### src/rtl/bus_rr_arbiter.sv
// bus_rr_arbiter
//   Four-master round-robin bus arbiter. Each owner may hold the bus for at
//   most QUANTUM cycles while another master is requesting. The owner can
//   extend its grant indefinitely by asserting its m_lock bit together with
//   its m_req bit. When nobody requests, the grant parks on the last owner.
//   Every output is driven directly from a flop, so the bus select never
//   glitches.
//
// Parameters
//   QUANTUM  maximum consecutive grant cycles under competition (1..15)
//   CNT_W    hold counter width; must be able to hold QUANTUM-1
//
// Ports
//   clk       in   rising-edge clock
//   reset_n   in   asynchronous active-low reset (grant parks on master 0)
//   m_req     in   per-master bus request, level sensitive
//   m_lock    in   per-master lock; honoured only for a requesting owner
//   grant     out  one-hot grant, exactly one bit high at all times
//   grant_id  out  binary index of the granted master
//   handover  out  one-cycle pulse in the first cycle of a new owner's grant
//   hold_cnt  out  cycles held by the current owner, saturating at QUANTUM-1
module bus_rr_arbiter #(
  parameter int unsigned QUANTUM = 8,
  parameter int unsigned CNT_W   = 4
) (
  input  logic             clk,
  input  logic             reset_n,
  input  logic [3:0]       m_req,
  input  logic [3:0]       m_lock,
  output logic [3:0]       grant,
  output logic [1:0]       grant_id,
  output logic             handover,
  output logic [CNT_W-1:0] hold_cnt
);

  localparam logic [CNT_W-1:0] CNT_MAX = CNT_W'(QUANTUM - 1);

  typedef enum logic [1:0] {
    ACT_KEEP,
    ACT_SWITCH,
    ACT_PARK
  } action_t;

  action_t          action;
  logic [1:0]       owner;
  logic [1:0]       owner_nxt;
  logic [3:0]       grant_q;
  logic [3:0]       grant_nxt;
  logic [CNT_W-1:0] cnt;
  logic [CNT_W-1:0] cnt_nxt;
  logic             handover_q;
  logic             handover_nxt;
  logic [3:0]       others;
  logic             keep;
  logic [1:0]       rr_sel;
  logic             rr_found;

  // Competing requests exclude the current owner.
  assign others = m_req & ~grant_q;

  // The owner keeps the bus while requesting unless its quantum has expired
  // and someone else is waiting; a lock overrides the quantum.
  assign keep = m_req[owner] &&
                (m_lock[owner] || (others == '0) || (cnt < CNT_MAX));

  // Round-robin search starting just after the current owner.
  always_comb begin
    logic [1:0] cand;
    rr_sel   = owner;
    rr_found = 1'b0;
    cand     = owner;
    for (int unsigned i = 1; i < 4; i++) begin
      cand = owner + 2'(i);
      if (!rr_found && m_req[cand]) begin
        rr_sel   = cand;
        rr_found = 1'b1;
      end
    end
  end

  always_comb begin
    action = ACT_PARK;
    if (keep) begin
      action = ACT_KEEP;
    end else if (others != '0) begin
      action = ACT_SWITCH;
    end
  end

  always_comb begin
    owner_nxt    = owner;
    cnt_nxt      = '0;
    handover_nxt = 1'b0;
    unique case (action)
      ACT_KEEP: begin
        cnt_nxt = (cnt < CNT_MAX) ? cnt + 1'b1 : CNT_MAX;
      end
      ACT_SWITCH: begin
        owner_nxt    = rr_sel;
        handover_nxt = 1'b1;
      end
      ACT_PARK: begin
        // Grant stays on the last owner; counter restarts.
      end
      default: begin
      end
    endcase
    // One-hot is registered alongside the index so the select is glitch-free.
    grant_nxt = 4'b0001 << owner_nxt;
  end

  always_ff @(posedge clk or negedge reset_n) begin
    if (!reset_n) begin
      owner      <= '0;
      grant_q    <= 4'b0001;
      cnt        <= '0;
      handover_q <= 1'b0;
    end else begin
      owner      <= owner_nxt;
      grant_q    <= grant_nxt;
      cnt        <= cnt_nxt;
      handover_q <= handover_nxt;
    end
  end

  assign grant    = grant_q;
  assign grant_id = owner;
  assign handover = handover_q;
  assign hold_cnt = cnt;

endmodule

### config.mk
export PLATFORM = sky130hd
export DESIGN_NAME = bus_rr_arbiter
export DESIGN_NICKNAME = d
export VERILOG_FILES = /design/src/rtl/bus_rr_arbiter.sv
export SDC_FILE = /design/constraint.sdc
export NUM_CORES = 1
export LEC_CHECK = 0
export BUFFER_PORTS_ARGS = -buffer_cell sky130_fd_sc_hd__buf_2
export CAP_MARGIN = 30
export CORE_MARGIN = 2
export CORE_UTILIZATION = 46
export CTS_BUF_LIST = sky130_fd_sc_hd__clkbuf_4 sky130_fd_sc_hd__clkbuf_8 sky130_fd_sc_hd__clkbuf_16
export CTS_CLUSTER_DIAMETER = 150
export DETAILED_ROUTE_END_ITERATION = 10
export PLACE_DENSITY = 0.81
export SYNTH_ARGS = -nofsm -noshare
export SYNTH_HDL_FRONTEND = slang
export SYNTH_SLANG_ARGS = --single-unit
### constraint.sdc
create_clock -name clk -period 2.04 [get_ports clk]
set_input_delay 0.102 -clock clk [delete_from_list [all_inputs] [get_ports clk]]
set_output_delay 0.102 -clock clk [all_outputs]
set_load 0.01 [all_outputs]
## Yosys cells after proc, flatten, opt, wreduce, memory -nomap -nowiden

Cells that the tools add are included.
Widths: inputs -> output; s select.

| storage, ports and cells | value |
|---|---|
| logic and storage cells | 48 |
| input bits | 10 |
| output and inout port bits | 11 |
| register bits | 11 |

| operators by class | value |
|---|---|
| reduce and logical (&&, ||, !) cells | 10 |
| shift operators | 1 |
| multiplexer cells | 21 |
| $lt $le $gt $ge | 5 |
| bitwise gates (word level) | 2 |
| add/sub/neg operators | 4 |
| eq/ne operators | 1 |

Operators by type and width:

| cell | number |
|---|---|
| $lt 2x3->1 const B | 4 |
| $mux 2 | 6 |
| $bmux 1 s2 | 5 |
| $mux 1 | 8 |
| $mux 4 | 2 |
| $add 2x2->2 const B | 2 |
| $add 4x1->4 const B | 1 |
| $and 4x4->4 | 1 |
| $logic_not 4->1 | 1 |
| $lt 4x3->1 const B | 1 |
| $not 4->4 | 1 |
| $reduce_bool 4->1 | 1 |
| $shl 1x2->4 const A | 1 |
| $logic_and 1x1->1 | 3 |
| $add 2x1->2 const B | 1 |
| $eq 2x1->1 const B | 1 |
| $logic_not 1->1 | 2 |
| $logic_not 2->1 | 1 |
| $logic_or 1x1->1 | 2 |

## Depth between registers and ports, before layout

Gate-level depths: netlist of the first run.

| logic depth | value |
|---|---|
| depth after elaboration | 12 |
| mapped depth | 7 |
| gate-level depth less buffers | 6 |

## Worst setup path after synthesis of the first run

No wires, ideal clock.

| timing path | value |
|---|---|
| path type | flip-flop to flip-flop |
| start | register owner[0] (netlist: grant_id[0]) |
| end | register owner[0] (netlist: grant_id[0]) |
| period minus slack after synthesis | 1,878 ps |
| required time | 1,916 ps |
| cell stages (with the launch flop) | 8 |
| buffers on the path | 2 |
| arrival | 1,754 ps |
| setup slack | 162 ps |
| library setup time | 124 ps |
| cells stage by stage | dfrtp_1 > buf_6 > mux4_2 > or2_4 > a21oi_4 > buf_6 > nand2_4 > xnor2_2 |

| on the way | value |
|---|---|
| longest elaborated chain between the ends | 11 |
| elaborated cells between the ends (all ways) | 28 |
| classes of those cells | add/sub (3); eq/ne (1); mux (17); reduce/logical (7) |

Ends and longest elaborated chain:

| item | RTL line | RTL |
|---|---|---|
| from (decl) | 45 | `logic [1:0] owner;` |
| from (signal assigned) | 119 | `owner <= owner_nxt;` |
| $add 2x1->2 | 73 | `cand = owner + 2'(i);` |
| $bmux 1 s2 | 74 | `if (!rr_found && m_req[cand]) begin` |
| $mux 1 (implied by the code) | 74 |  |
| $mux 1 | 74 |  |
| $logic_not 1->1 | 74 |  |
| $logic_and 1x1->1 | 74 |  |
| $mux 1 | 74 |  |
| $logic_not 1->1 | 74 |  |
| $logic_and 1x1->1 | 74 |  |
| $mux 2 | 74 |  |
| $mux 2 * | 94 | `unique case (action)` |
| net owner_nxt[0] | 46 | `logic [1:0] owner_nxt;` |

Mark *: on every way through the listed nets, which the timed path passes. The rest lies on a longest branch. The select of a mux whose other input is x is not followed.

## Final worst setup path of the first run

| timing path | value |
|---|---|
| start | register owner[0] (netlist: grant_id[0]) |
| end | register grant_q[2] (netlist: grant[2]) |

| on the way | value |
|---|---|
| longest elaborated chain between the ends | 12 |
| elaborated cells between the ends (all ways) | 29 |
| classes of those cells | add/sub (3); eq/ne (1); shift (1); mux (17); reduce/logical (7) |

Ends and longest elaborated chain:

| item | RTL line | RTL |
|---|---|---|
| $add 2x1->2 | 73 |  |
| $bmux 1 s2 | 74 |  |
| $mux 1 (implied by the code) | 74 |  |
| $mux 1 | 74 |  |
| $logic_not 1->1 | 74 |  |
| $logic_and 1x1->1 | 74 |  |
| $mux 1 | 74 |  |
| $logic_not 1->1 | 74 |  |
| $logic_and 1x1->1 | 74 |  |
| $mux 2 | 74 |  |
| $mux 2 * | 94 |  |
| $shl 1x2->4 * | 109 | `grant_nxt = 4'b0001 << owner_nxt;` |
| net grant_nxt[2] | 48 | `logic [3:0] grant_nxt;` |
| to (signal assigned) | 120 | `grant_q <= grant_nxt;` |
| to (decl) | 47 | `logic [3:0] grant_q;` |

Marked as above.

==> results of run 1 <==
## path summary, 6_finish.rpt
| check | cells after the start | start | to |
|---|---|---|---|
| worst max-delay path | 6 | grant_id[0] | grant[2] |
| worst max register to register | 6 | grant_id[0] | grant[2] |
| worst min-delay path | 2 | reset_n | hold_cnt[2] |
| worst min register to register | 1 | hold_cnt[0] | hold_cnt[0] |
| min in group clk | 3 | m_req[0] | grant[0] |
| max in group asynchronous | 2 | reset_n | grant[0] |
## power breakdown
part	switching, mW	internal (mW)	total (mW)
sequential	0.0589	0.319	0.378
combinational	0.490	0.406	0.897
clock	0.0662	0.0887	0.155
total	0.615	0.814	1.43
## flip-flops by register name, summed over array words and instances (netlist names)
signal,cells
grant,4
grant_id,2
handover,1
hold_cnt,4
## cells by family after synthesis
logic type      share of synthesized area, %
compound gates                          24.5
xor+xnor                                2.02
fa+ha+maj                               1.55
buf+inv                                 7.60
flops                                   34.3
mux                                     6.82
simple gates                            23.3
## critical path: cells and delay by family, from the launching register on
kind,cells,cell delay (ps)
buffers and inverters,1,170
flip-flops,1,420
AND/OR/NAND/NOR,3,720
AO/OA/AOI/OAI,2,550
## what timing repair did
| item | 4_1_cts | 5_1_grt |
|---|---|---|
| gates resized for setup | 0 | 0 |
| hold endpoints to repair | 11 | 0 |
| hold buffers | 1 | 0 |
## metrics by stage
stage               setup slack [ps]  hold slack (ps)  area, um2  std cells
detailed placement               122            -20.8        917        116
global placement                 170            -23.4        917        116
floorplan                        162             -194        807         83
global route                    29.4              235        957        121
CTS                              109              229        957        121
finish                           115              229        957        121
## placed cells by master, fill, tap and decap left out, drive strengths merged
cell         netlist  layout
buf                6      23
a21oi             13      13
dfrtp             10      10
nor2               7       7
nor2b              4       4
clkbuf             1       4
o21ai              4       4
nand2              4       4
inv                3       3
nor3               3       3
mux4               2       2
or3                2       2
a31o               2       2
nand4              2       2
or2                2       2
nor4               2       2
a2111oi            1       1
clkinv             1       1
nand3b             1       1
or3b               1       1
a211oi             1       1
xnor2              1       1
nand2b             1       1
a221oi             1       1
nand4b             1       1
a22o               1       1
o311ai             1       1
o211ai             1       1
a31oi              1       1
mux2i              1       1
ha                 1       1
dfstp              1       1
dlygate4sd3        0       1
## routing by layer
metal	share of wire, %	track usage [%]	wire, um	up-vias
met5	0	0	0	-
met4	0.36	8.57	6	0
met3	4.8	3.97	81	2
met2	51	29.2	846	22
met1	44	23.8	737	327
li1	-	-	-	349
## final cells by class
cell class                 count  area [um2]
clock buffer                   4        30.0
timing repair buffer          24         145
tap                           17        21.3
fill                         142         732
multi-input combinational     61         469
inverter                       4        15.0
sequential                    11         277
==> results.cfg, run 1 <==
[drt]
final_antenna_net_count = 0
first_pass_iters = 4
vias = 700
wl_um = 1670
vias_per_cell = 5.79
drc = 0
drt_iter0_markers = 15
post_drt_wl_per_cell_um = 13.8

[synthesis]
ys.flop_type = dfrtp_1
syn-instance-count = 83
yosysTopAreaCellShare_pct = 31.0
synth_area_per_cell_um2 = 9.72
synth_area_leaders = dfrtp_1 (31%), mux4_2 (5.6%), a21oi_1 (5.0%)
yosys.area.top_type = dfrtp_1
async_flop_share_pct = 100
syn-num-nets = 94
yosysWarnings = 0
synth-seq-area-share_pct = 34.3
synth-seq-cells = 11
synth_edf_count = 0
synthDistinctLibCells = 39
synth_commonest_cells = dfrtp_1 (10), a21oi_1 (8), nor2_1 (7)
synth_most_common_cell = dfrtp_1
synth_area_um2 = 807

[pwr]
power_density_nw_per_um2 = 1490
total_power_mw = 1.43
leakagePower_nw = 0.421
ir_worst_vdd_uv = 563

[cells_and_area]
nets = 116
fin_util_pct = 56.7
insertedDiodeCount = 0
drive_gt1_share_pct = 39.4
area_delta_synth_final_pct = 18.6

[timing]
slew_violations = 0
setup_viol = 0
timing.fmax_mhz = 519
fin_setup_tns_ps = 0
hold_viol_final = 0
max_slew.worst_pin.slew_ps = 466
rsz0062_at_grt = false
min_period_ps = 1930
slew_headroom_pct = 68.9
fin_crit_sh_pct = 94.4
worst_clock_skew_ps = 7.45

[die]
initial_core_util_pct = 47.8
core-area_um2 = 1690
die_area_um2 = 2110
io_pins = 21
die_h_um = 45.9
die_w_um = 45.9
rows = 15

[worst_setup_path]
slowest_stage = dfrtp_1
worstPathRequired_ps = 2230
crit_type = reg -> reg
critPathMaxStageDelay_ps = 420
crit_chain = buf_12 > or2_1 > a211oi_1 > nor4_4 > or3_1 > a31oi_2
cp-end-kind = flop
cp.arrival_ps = 2110
ff2ff_setup_slack_ps = 110
path_max_fanout = 17
worst_setup_path_start_kind = flop

[grt]
antenna_found_initial = 0
grt_pass1_vias = 631
grt_overflow = 0
grt_pass1_wl_um = 2730
grt_max_degree = 18
grt.total_usage_pct = 18.5

[clock_tree]
insertion_delay_ps = 260
cts_buffers = 3
clk_pin_slew_ps = 70
cts_num_sinks = 11
cts_tree = built
root_buffer = clkbuf_4
postCtsSetupBuffers = 0
h-tree-depth = 1
clk_path_buf_depth = 2

[outcome]
status = finished clean

[place]
gp_congestion = 0.919
dp_hpwl_um = 1280
portBuffers = 20

[job]
maxCapViolCount = 0

[worst_hold_path]
hold_path.class = in -> async
Power figures use the tool's default switching activity.
==> inputs of run 2 (changes only) <==
--- a/config.mk
+++ b/config.mk
@@ -13,6 +13,7 @@
 export CTS_CLUSTER_DIAMETER = 150
 export DETAILED_ROUTE_END_ITERATION = 10
 export PLACE_DENSITY = 0.81
+export SETUP_SLACK_MARGIN = 0.3
 export SYNTH_ARGS = -nofsm -noshare
 export SYNTH_HDL_FRONTEND = slang
 export SYNTH_SLANG_ARGS = --single-unit
==> run 2 against run 1 <==
Net effect: final area increased by 5.1%; clock power about the same; combinational power is 11% higher; wire length up 5.3%; global-route usage increased by 0.73 points; setup slack better by 94 ps; worst hold slack improved by 9.0 ps; final cell count up 2.5%; flip-flop and latch count unchanged; largest cell class unchanged; highest routed layer unchanged.
==> results.cfg, run 2 (same netlist as run 1, synthesis figures left out) <==
[outcome]
status = finished clean

[timing]
setup_viol = 0
finalWorstSetupSlack_ps = 209
fin_setup_tns_ps = 0
min_period_ps = 1830
worst_clock_skew_ps = 3.49
rsz0062_at_grt = true
fin_crit_sh_pct = 89.7
hold_viol_final = 0
slew_headroom_pct = 67.8
max_slew.worst_pin.slew_ps = 482
timing.fmax_mhz = 546
slew_violations = 0

[clock_tree]
h-tree-depth = 1
clk_path_buf_depth = 2
root_buffer = clkbuf_4
clk_pin_slew_ps = 70
cts_num_sinks = 11
cts_tree = built
cts_buffers = 3
insertion_delay_ps = 260

[drt]
post_drt_wl_per_cell_um = 14.2
wl_um = 1760
first_pass_iters = 4
vias_per_cell = 5.99
drt_iter0_markers = 7
drc = 0
final_antenna_net_count = 0
vias = 743

[worst_setup_path]
critPathLaunch = grant_id[0]
endpoint = grant[1]
ff2ff_setup_slack_ps = 210
crit_type = reg -> reg
path_max_fanout = 11
worstPathRequired_ps = 2200
cp.arrival_ps = 1990
cp-end-kind = flop
r2r_cells = 6
reg2reg_to = grant[1]
reg2reg_from = grant_id[0]
worst_setup_path_start_kind = flop

[die]
die_h_um = 45.9
die_w_um = 45.9
core-area_um2 = 1690
io_pins = 21
die_area_um2 = 2110
initial_core_util_pct = 47.8
rows = 15

[place]
dp_hpwl_um = 1260
place_ws_ps = 132
portBuffers = 20
gp_congestion = 0.880

[pwr]
ir_worst_vdd_uv = 635
power_density_nw_per_um2 = 1520
leakagePower_nw = 0.442

[worst_hold_path]
hold_path.class = in -> async

[cells_and_area]
area_delta_synth_final_pct = 24.7
nets = 119
nFillCells = 153
layout_common_cells = buf_2 (20), dfrtp_1 (10), a21oi_1 (7), nor2_1 (7), a21oi_2 (5)
insertedDiodeCount = 0
mostFrequentLayoutCell = buf_2
drive_gt1_share_pct = 43.9
fin_util_pct = 59.6

[grt]
grt.total_usage_pct = 19.2
grt_pass1_wl_um = 2900
grt_overflow = 0
grt_max_degree = 18
grt_pass1_vias = 718
antenna_found_initial = 0

[job]
maxCapViolCount = 0
==> run 2: cell types whose count changed in the layout (fill, tap and decap cells not counted), sizes merged <==
cell,before,now
buf,23,26
==> run 2: critical path: stages (launching register included) <==
cell,delay [ps]
dfrtp_1,410
mux4_2,520
or2_4,260
a21oi_4,180
buf_12,160
nand4b_1,100
o311ai_1,90
==> run 2: final cells by class <==
cell class / count / area (um2) / share of cell area, %
tap: 17 / 21.3 / 2.11
inverter: 4 / 15.0 / 1.49
multi-input combinational: 61 / 483 / 48.0
sequential: 11 / 277 / 27.5
timing repair buffer: 27 / 180 / 17.9
clock buffer: 4 / 30.0 / 2.99
==> run 2: how the worst min path moves through the flow <==
stage	slack (ps)	to	start
floorplan	-190	grant[1]	reset_n
global placement	-20	hold_cnt[0]	reset_n
detailed placement	-20	hold_cnt[3]	reset_n
CTS	220	hold_cnt[0]	reset_n
global route	270	hold_cnt[2]	reset_n
finish	240	hold_cnt[0]	reset_n
==> run 2: timing repair <==
action | CTS | global route
endpoints found under the setup margin | 6 | 10
endpoints found under the hold margin | 11 | 0
hold buffers | 1 | 0
buffers inserted | 2 | 1
pin swaps | 0 | 2
resized for setup | 3 | 0
cloned | 0 | 0
==> run 2: metal layers <==
layer | routed length (um) | global-route usage [%] | vias up
met1 | 712 | 22.8 | 360
met2 | 925 | 31.9 | 27
met4 | 30 | 12.0 | 0
met3 | 91 | 2.78 | 4
li1 | - | - | 352
met5 | 0 | 0 | -
==> run 2: power breakdown <==
part	internal, mW	switching [mW]	total [mW]
registers	0.319	0.0582	0.377
logic	0.479	0.516	0.995
clock network	0.0888	0.0683	0.157
==> run 2: per-stage QoR <==
step           instances  area [um2]  total power, mW  hold WS [ps]
5_1_grt              124        1010             1.66           271
4_1_cts              123         998             1.53           222
2_1_floorplan         83         807             1.07          -194
3_3_place_gp         116         930             1.30         -23.5
6_report             124        1010             1.53           238
3_5_place_dp         116         930             1.32         -19.3
==> inputs of run 3 (changes only) <==
--- a/config.mk
+++ b/config.mk
@@ -5,7 +5,7 @@
 export SDC_FILE = /design/constraint.sdc
 export NUM_CORES = 1
 export LEC_CHECK = 0
-export BUFFER_PORTS_ARGS = -buffer_cell sky130_fd_sc_hd__buf_2
+export BUFFER_PORTS_ARGS = -buffer_cell sky130_fd_sc_hd__clkbuf_2
 export CAP_MARGIN = 30
 export CORE_MARGIN = 2
 export CORE_UTILIZATION = 46
==> run 3 against run 2 <==
Net effect: global-route usage grew 0.31 points; power up 5.0%; largest power group unchanged; maximum frequency down 1.6%; via count down 0.40%; critical path depth is the same; largest cell class unchanged; count of clock-buffer cells in the layout is the same; register-to-register slack got worse by 30 ps; combinational power increased by 8%; highest routed layer unchanged.
==> results.cfg, run 3 (same netlist as run 1, synthesis figures left out) <==
[outcome]
status = finished clean

[cells_and_area]
layout_common_cells = clkbuf_2 (20), dfrtp_1 (10), a21oi_1 (7), nor2_1 (7), buf_4 (7)
multiInputGateArea_um2 = 493
area.sequential_um2 = 277
nFillCells = 148
fin_area_um2 = 1040
drive_gt1_share_pct = 46.4
mostFrequentLayoutCell = clkbuf_2
area_delta_synth_final_pct = 28.7
insertedDiodeCount = 0
nets = 122

[worst_setup_path]
critPathLaunch = grant_id[0]
cp.arrival_ps = 2050
path_delay_family = simple AND/OR/NAND/NOR gates
slowest_stage = dfrtp_1
path_max_fanout = 15
cp_num_buf_inv = 1
reg2reg_from = grant_id[0]
cp-end-kind = flop
worst_setup_path_start_kind = flop
crit_chain = buf_12 > or3b_4 > a21oi_4 > nor4_4 > or3_1 > a31oi_2
crit_type = reg -> reg
critPathMaxStageDelay_ps = 420
worstPathRequired_ps = 2230

[timing]
min_period_ps = 1860
fin_crit_sh_pct = 91.2
setup_viol = 0
fin_setup_tns_ps = 0
slew_headroom_pct = 67.1
hold_viol_final = 0
max_slew.worst_pin.slew_ps = 493
timing.fmax_mhz = 538
rsz0062_at_grt = true
slew_violations = 0
finalWorstSetupSlack_ps = 180
worst_clock_skew_ps = 1.47

[clock_tree]
cts_buffers = 3
clk_path_buf_depth = 2
insertion_delay_ps = 260
cts_tree = built
h-tree-depth = 1
cts_num_sinks = 11
root_buffer = clkbuf_4
clk_pin_slew_ps = 70

[grt]
grt_pass1_vias = 711
grt_pass1_wl_um = 3000
antenna_found_initial = 0
grt_overflow = 0
grt_max_degree = 18
grt.total_usage_pct = 19.5

[die]
rows = 15
die_h_um = 45.9
die_w_um = 45.9
core-area_um2 = 1690
io_pins = 21
initial_core_util_pct = 47.8
die_area_um2 = 2110

[place]
gp_congestion = 0.887
place_ws_ps = 99.0
dp_hpwl_um = 1300
dpl_cell_area_um2 = 930
portBuffers = 20

[drt]
first_pass_iters = 4
vias = 740
wl_um = 1860
drt_iter0_markers = 9
final_antenna_net_count = 0
post_drt_wl_per_cell_um = 14.6
drc = 0
vias_per_cell = 5.83

[pwr]
total_power_mw = 1.61
power_density_nw_per_um2 = 1550
leakagePower_nw = 0.458
ir_worst_vdd_uv = 631

[worst_hold_path]
hold_path.class = in -> async

[job]
maxCapViolCount = 0
==> run 3: metrics by stage <==
stage	instances	util, %	hold WS (ps)
floorplan	83	-	-194
global placement	116	55.0	-15.9
detailed placement	116	55.0	-11.5
CTS	123	59.1	235
global route	127	61.5	279
finish	127	61.5	245
==> run 3: layout make-up <==
| cell class | count | area share, % |
|---|---|---|
| multi-input combinational | 61 | 47.5 |
| sequential | 11 | 26.6 |
| timing repair buffer | 30 | 19.5 |
| clock buffer | 4 | 2.89 |
| tap | 17 | 2.05 |
| inverter | 4 | 1.45 |
==> run 3: what timing repair did <==
action                                 CTS  global route
endpoints found under the hold margin   11             0
pin swaps                                2             3
buffers inserted                         2             4
resized for setup                        3             2
hold buffers                             1             0
setup endpoints to repair                6            10
==> run 3: worst paths after layout <==
check,to,slack (ps),depth (start not counted)
min in group clk,grant[0],270,3
worst max-delay path,grant[2],180,6
worst min-delay path,hold_cnt[0],240,2
worst max register to register,grant[2],180,6
max in group asynchronous,grant[0],1530,2
worst min register to register,hold_cnt[0],510,1
==> run 3: worst reg2reg max path, stage by stage (launching register included) <==
cell and delay [ps]:
dfrtp_1 420, buf_12 160, or3b_4 390, a21oi_4 180, nor4_4 80, or3_1 400, a31oi_2 140
==> run 3: power by group <==
part	switching, mW	total (mW)	internal (mW)
sequential	0.0587	0.377	0.318
combinational	0.548	1.07	0.519
clock	0.0721	0.161	0.0889
total	0.679	1.61	0.927
==> run 3: per-layer routing <==
metal  part of all wire, %  track usage [%]  routed length [um]  up-vias
met5                     0                0                   0        -
met4                   1.9             10.9                  36        0
met3                   4.1             1.98                  76        4
met2                    54             32.5                1000       23
met1                    40             24.2                 742      355
li1                      -                -                   -      358
